### config.mk
export PLATFORM = sky130hd
export DESIGN_NAME = pulse_transmitter_output_shaper_flat
export DESIGN_NICKNAME = d
export VERILOG_FILES = /design/src/rtl/pulse_transmitter_output_shaper_if.sv /design/src/rtl/pulse_transmitter_output_shaper.sv /design/src/flat_wrapper.sv
export SDC_FILE = /design/constraint.sdc
export NUM_CORES = 1
export LEC_CHECK = 0
export ABC_AREA = 1
export BUFFER_PORTS_ARGS = -buffer_cell sky130_fd_sc_hd__buf_2
export CELL_PAD_IN_SITES_DETAIL_PLACEMENT = 1
export CELL_PAD_IN_SITES_GLOBAL_PLACEMENT = 1
export CORE_MARGIN = 3
export CORE_UTILIZATION = 37
export DETAILED_ROUTE_END_ITERATION = 6
export GPL_TIMING_DRIVEN = 1
export PLACE_DENSITY = 0.86
export SYNTH_ARGS = -nofsm -noshare
export SYNTH_HDL_FRONTEND = slang
export SYNTH_SLANG_ARGS = --single-unit
### constraint.sdc
create_clock -name clk -period 1.8 [get_ports clk]
set_clock_uncertainty 0.2 [all_clocks]
set_input_delay 0.36 -clock clk [delete_from_list [all_inputs] [get_ports clk]]
set_output_delay 0.36 -clock clk [all_outputs]
set_load 0.03 [all_outputs]
### src/rtl/pulse_transmitter_output_shaper_if.sv
// rtl/pulse_transmitter_output_shaper_if.sv - symbol, config and pin bundle for the output shaper
interface pulse_transmitter_output_shaper_if #(
  parameter int CARRIER_W = 16,
  parameter int SYMCNT_W  = 8
);
  logic                 en;
  logic                 sym_strobe;
  logic                 sym_level;
  logic                 carrier_en;
  logic [CARRIER_W-1:0] carrier_high;
  logic [CARRIER_W-1:0] carrier_low;
  logic                 invert;
  logic                 idle_level;
  logic [SYMCNT_W-1:0]  sym_target;
  logic                 irq_clear;
  logic                 pulse_out;
  logic                 carrier_out;
  logic                 envelope;
  logic [SYMCNT_W-1:0]  sym_count;
  logic                 done_irq;

  modport master (
    output en, sym_strobe, sym_level, carrier_en, carrier_high, carrier_low,
           invert, idle_level, sym_target, irq_clear,
    input  pulse_out, carrier_out, envelope, sym_count, done_irq
  );

  modport slave (
    input  en, sym_strobe, sym_level, carrier_en, carrier_high, carrier_low,
           invert, idle_level, sym_target, irq_clear,
    output pulse_out, carrier_out, envelope, sym_count, done_irq
  );
endinterface

### src/rtl/pulse_transmitter_output_shaper.sv
// rtl/pulse_transmitter_output_shaper.sv - envelope/carrier shaping, symbol counting and done interrupt
module pulse_transmitter_output_shaper #(
  parameter int CARRIER_W = 16,
  parameter int SYMCNT_W  = 8
) (
  input  logic clk,
  input  logic rst,
  pulse_transmitter_output_shaper_if.slave bus
);

  logic                 envelope_q;
  logic                 carrier_q;
  logic                 pulse_q;
  logic [CARRIER_W-1:0] phase_cnt;
  logic [SYMCNT_W-1:0]  sym_count_q;
  logic                 done_q;

  logic [SYMCNT_W-1:0]  sym_next;
  logic                 accept;
  logic                 mark_start;
  logic                 done_set;

  // A strobe is only accepted while enabled; a rising mark re-aligns the carrier.
  assign accept     = bus.en & bus.sym_strobe;
  assign mark_start = accept & bus.sym_level & ~envelope_q;
  assign sym_next   = sym_count_q + 1'b1;
  assign done_set   = accept & (bus.sym_target != '0) & (sym_next == bus.sym_target);

  // Envelope follows the level sampled with each accepted strobe.
  always_ff @(posedge clk or posedge rst) begin
    if (rst) begin
      envelope_q <= 1'b0;
    end else if (!bus.en) begin
      envelope_q <= 1'b0;
    end else if (bus.sym_strobe) begin
      envelope_q <= bus.sym_level;
    end
  end

  // Two-phase carrier down-counter; each reload samples the phase length live.
  always_ff @(posedge clk or posedge rst) begin
    if (rst) begin
      carrier_q <= 1'b0;
      phase_cnt <= '0;
    end else if (!bus.en) begin
      carrier_q <= 1'b0;
      phase_cnt <= '0;
    end else if (mark_start) begin
      carrier_q <= 1'b1;
      phase_cnt <= bus.carrier_high;
    end else if (phase_cnt == '0) begin
      carrier_q <= ~carrier_q;
      phase_cnt <= carrier_q ? bus.carrier_low : bus.carrier_high;
    end else begin
      phase_cnt <= phase_cnt - 1'b1;
    end
  end

  // Pin register built from the previous envelope/carrier state, idle level when disabled.
  always_ff @(posedge clk or posedge rst) begin
    if (rst) begin
      pulse_q <= 1'b0;
    end else if (!bus.en) begin
      pulse_q <= bus.idle_level;
    end else begin
      pulse_q <= (envelope_q & (bus.carrier_en ? carrier_q : 1'b1)) ^ bus.invert;
    end
  end

  // Symbol counter restarts whenever the transmitter is disabled.
  always_ff @(posedge clk or posedge rst) begin
    if (rst) begin
      sym_count_q <= '0;
    end else if (!bus.en) begin
      sym_count_q <= '0;
    end else if (bus.sym_strobe) begin
      sym_count_q <= sym_next;
    end
  end

  // Sticky done flag survives disable; a coincident set beats the clear.
  always_ff @(posedge clk or posedge rst) begin
    if (rst) begin
      done_q <= 1'b0;
    end else begin
      done_q <= done_set | (done_q & ~bus.irq_clear);
    end
  end

  assign bus.pulse_out   = pulse_q;
  assign bus.carrier_out = carrier_q;
  assign bus.envelope    = envelope_q;
  assign bus.sym_count   = sym_count_q;
  assign bus.done_irq    = done_q;

endmodule

### src/flat_wrapper.sv
// flat-port wrapper written by rule: the top's interface ports become plain ports
module pulse_transmitter_output_shaper_flat 
#(
  parameter int CARRIER_W = 16,
  parameter int SYMCNT_W  = 8
)
  (clk, rst, bus_en, bus_sym_strobe, bus_sym_level, bus_carrier_en, bus_carrier_high, bus_carrier_low, bus_invert, bus_idle_level, bus_sym_target, bus_irq_clear, bus_pulse_out, bus_carrier_out, bus_envelope, bus_sym_count, bus_done_irq);
  pulse_transmitter_output_shaper_if #(.CARRIER_W(CARRIER_W), .SYMCNT_W(SYMCNT_W)) bus_i ();
  input  logic clk;
  input  logic rst;
  input wire logic [$bits(bus_i.en)-1:0] bus_en;
  input wire logic [$bits(bus_i.sym_strobe)-1:0] bus_sym_strobe;
  input wire logic [$bits(bus_i.sym_level)-1:0] bus_sym_level;
  input wire logic [$bits(bus_i.carrier_en)-1:0] bus_carrier_en;
  input wire logic [$bits(bus_i.carrier_high)-1:0] bus_carrier_high;
  input wire logic [$bits(bus_i.carrier_low)-1:0] bus_carrier_low;
  input wire logic [$bits(bus_i.invert)-1:0] bus_invert;
  input wire logic [$bits(bus_i.idle_level)-1:0] bus_idle_level;
  input wire logic [$bits(bus_i.sym_target)-1:0] bus_sym_target;
  input wire logic [$bits(bus_i.irq_clear)-1:0] bus_irq_clear;
  output wire logic [$bits(bus_i.pulse_out)-1:0] bus_pulse_out;
  output wire logic [$bits(bus_i.carrier_out)-1:0] bus_carrier_out;
  output wire logic [$bits(bus_i.envelope)-1:0] bus_envelope;
  output wire logic [$bits(bus_i.sym_count)-1:0] bus_sym_count;
  output wire logic [$bits(bus_i.done_irq)-1:0] bus_done_irq;
  assign bus_i.en = bus_en;
  assign bus_i.sym_strobe = bus_sym_strobe;
  assign bus_i.sym_level = bus_sym_level;
  assign bus_i.carrier_en = bus_carrier_en;
  assign bus_i.carrier_high = bus_carrier_high;
  assign bus_i.carrier_low = bus_carrier_low;
  assign bus_i.invert = bus_invert;
  assign bus_i.idle_level = bus_idle_level;
  assign bus_i.sym_target = bus_sym_target;
  assign bus_i.irq_clear = bus_irq_clear;
  assign bus_pulse_out = bus_i.pulse_out;
  assign bus_carrier_out = bus_i.carrier_out;
  assign bus_envelope = bus_i.envelope;
  assign bus_sym_count = bus_i.sym_count;
  assign bus_done_irq = bus_i.done_irq;
  pulse_transmitter_output_shaper #(.CARRIER_W(CARRIER_W), .SYMCNT_W(SYMCNT_W)) u_core (.clk(clk), .rst(rst), .bus(bus_i));
endmodule
==> metrics.csv <==
stage;metric;value;unit
logic_synthesis;Net Count, Synth;416;
route;Pre-Repair DR Iteration Count;4;
logic_synthesis;post-synth top area share;29.7;%
critical_path;crit path kind;flip-flop to flip-flop;
critical_path;crit start category;flip-flop;
sta;final setup vio count;2;
layout;Antenna diodes;0;
place;DP Wirelength;6210;µm
critical_path;Worst EP required;1.81;ns
min_path;worst hold path type;primary input to flip-flop;
logic_synthesis;Ys Warns;0;
cts;TritonCTS Buffers;3;
layout;Nets;498;
power_and_ir_drop;maximum vdd drop;0.551;mV
cts;CTS Root Buffer Type;clkbuf_8;
logic_synthesis;Mapped Cells;364;
status;failing checks;setup timing;
route;post-route antenna net violation count;0;
logic_synthesis;Post-synth EDFFs;0;
critical_path;reg2reg end;u_core.phase_cnt[4]$_DFF_PP0_;
power_and_ir_drop;P_leak;1.59;nW
sta;fin. max-slew vios;0;
global_route;grt ovf;0;
cts;clock latency on the worst-skew pair;0.30;ns
critical_path;reg2reg path depth;10;
logic_synthesis;Synth Flop Type;dfrtp_1;
logic_synthesis;post-synthesis register bit count;28;
power_and_ir_drop;Cell Pwr Density;1460;nW/µm²
logic_synthesis;FFs w/ async S/R, synth;100;%
route;Routed wire per std cell;18.6;µm
sta;Fin. Hold Viols;0;
layout;Finished Layout Cells;520;
floorplan;Die X;85.8;µm
place;cell total after placement;507;
route;Remaining DRCs;0;
layout;fill count;838;
floorplan;die height;85.8;µm
place;pre-CTS WS;0.0453;ns
sta;final setup margin;-0.0439;ns
cts;htree depth;1;
critical_path;CP endpoint kind;flip-flop;
critical_path;FF-to-FF Start;u_core.phase_cnt[0]$_DFF_PP0_;
sta;Peak Freq;542;MHz
cts;clock sink total;28;
layout;P&R area growth vs syn;31.3;%
global_route;largest net degree at the start of global routing;29;
sta;Tcrit/Tclk final;102;%
cts;CTS tree;yes;
logic_synthesis;Post-Syn Area;2360;µm²
logic_synthesis;number of library cell types mapped by synthesis;30;
global_route;Global Route Usage Sum;22.9;%
global_route;global-route wire length before repair;13600;µm
cts;maximum buffer depth of the clock tree;2;
global_route;initial antenna violation count;0;
layout;layout cell share with drive strength beyond 1;32.8;%
floorplan;Core Region;6030;µm²
route;Vias per Instance;5.47;
route;initial DRC count;210;
logic_synthesis;Syn Area/Cell;6.47;µm²
floorplan;Rows;28;
sta;slew margin rel.;63.4;%
route;aggregate routed wire length;9690;µm
place;port buffer count;60;
sta;RSZ-0062 raised after global routing;yes;
sta;Least-Margin Pin Slew;0.544;ns
logic_synthesis;biggest area consumer among synthesized cells;dfrtp_1;
min_path;min-delay src;bus_idle_level;
floorplan;Die ar.;7360;µm²
critical_path;crit path DAT;1.85;ns
min_path;Hold Path Sink;u_core.bus.pulse_out$_DFF_PP0_;
power_and_ir_drop;Pwr Total;4.51;mW
logic_synthesis;Seq/Total Area, Yosys;29.7;%
cts;clock slew at reported path FFs;0.12;ns
logic_synthesis;dominant cell by count in the synthesized netlist;nand2_1;
sta;Tmin final;1.84;ns
status;status;finished with violations;
floorplan;I/O pin cnt;61;
critical_path;CP max FO;7;
route;Vias;2843;
place;routability congestion estimate;0.802;
min_path;hold depth;3;
logic_synthesis;Post-synth top cells;97 x nand2_1, 50 x inv_1, 40 x nor2_1, 34 x nand3_1, 28 x dfrtp_1;
logic_synthesis;top cells by area, synth;dfrtp_1 30%, nand2_1 15%, inv_1 8.0%, nand3_1 7.2%, nor2_1 6.4%;
floorplan;Initial Util;39.1;%
critical_path;r2r setup slk;-0.04;ns
global_route;vias in the first global route;2886;
job;Max-Cap Viols;0;
[worst max-delay path by stage]
stage                                              from                            endpoint  slack [ns]
floorplan           u_core.bus.sym_count[1]$_DFFE_PP0P_       u_core.bus.done_irq$_DFF_PP0_      0.0007
global placement          u_core.phase_cnt[0]$_DFF_PP0_       u_core.phase_cnt[3]$_DFF_PP0_        0.13
detailed placement        u_core.phase_cnt[0]$_DFF_PP0_       u_core.phase_cnt[4]$_DFF_PP0_        0.05
CTS                       u_core.phase_cnt[0]$_DFF_PP0_      u_core.phase_cnt[15]$_DFF_PP0_       0.003
global route              u_core.phase_cnt[1]$_DFF_PP0_  u_core.bus.carrier_out$_DFFE_PP0P_       -0.15
finish                    u_core.phase_cnt[0]$_DFF_PP0_       u_core.phase_cnt[4]$_DFF_PP0_       -0.04
[cell usage in the layout (no fill, tap or decap), types with 5 or more instances in the layout]
cell,n
nand2_1,92
buf_2,60
inv_1,47
nor2_1,35
nand3_1,33
buf_4,23
dfrtp_1,22
o21ai_0,20
nor2_2,12
o21ai_1,10
a21oi_1,10
mux2i_1,9
nand2_2,8
nand4_1,8
nor2_4,7
dfrtp_2,6
inv_2,5
[sequential cells by signal, summed over array words and instances (netlist names)]
| name | count |
|---|---|
| u_core.phase_cnt | 16 |
| u_core.bus.carrier_out | 1 |
| u_core.bus.done_irq | 1 |
| u_core.bus.pulse_out | 1 |
| u_core.bus.sym_count | 8 |
| u_core.bus.envelope | 1 |
[power by group]
group | internal [mW] | total (mW) | switching (mW)
registers | 0.805 | 1.07 | 0.261
clock network | 0.299 | 0.550 | 0.251
logic | 1.04 | 2.89 | 1.85
[routing by layer]
layer,share of wire (%),wire length (µm),track usage [%],vias up
met5,0,0,0,-
met4,2.2,212,6.04,0
met3,4.9,473,3.55,23
met2,52,5000,42.0,106
met1,41,4000,27.6,1394
li1,-,-,-,1320
[final cells by class]
class | instances | area (µm²) | area share (%)
Multi-Input combinational cell | 274 | 1510 | 48.7
Sequential cell | 28 | 708 | 22.9
Timing Repair Buffer | 86 | 514 | 16.6
Inverter | 53 | 199 | 6.43
Tap cell | 75 | 93.8 | 3.03
Clock buffer | 3 | 41.3 | 1.33
Clock inverter | 1 | 30.0 | 0.971
[worst max-delay path, stage by stage (launching register included)]
cell and delay (ns):
dfrtp_1 0.41, inv_2 0.13, ha_4 0.17, nand2_2 0.07, nor2_2 0.11, nand2_2 0.09, buf_4 0.18, o21ai_1 0.18
nand2_1 0.08, nand2_1 0.08, nor2_2 0.03
[metrics by stage]
step | hold slack, ns | TNS [ns] | utilization, % | cell area (µm²)
final | 0.0604 | -0.0643 | 51.3 | 3090
after global routing | 0.0830 | -1.09 | 51.3 | 3090
after CTS | 0.0751 | 0 | 48.7 | 2930
after detailed placement | 0.263 | 0 | 47.2 | 2840
after global placement | 0.258 | 0 | 47.2 | 2840
after floorplan | 0.225 | 0 | - | 2360
[repair_timing]
item                                    in CTS  in global routing
hold buffers                                 1                  0
pin swaps                                    2                 14
gates cloned                                 0                  0
resized for setup                            2                 32
hold endpoints to repair                    28                  0
setup buffers                                1                  7
endpoints found under the setup margin       4                 18
[cells by family (layout without fill, tap and decap cells)]
family	after synthesis	in the layout	share of synthesized area, %
adders and majority gates	3	3	1.59
AOI/OAI and AO/OA	48	48	10.6
xor gates and xnor gates	5	5	1.86
and+or+nand+nor	207	207	41.1
buffers and inverters	62	143	10.4
muxes	11	11	4.78
DFF	28	28	29.7
(Power assumes the default switching activity.)
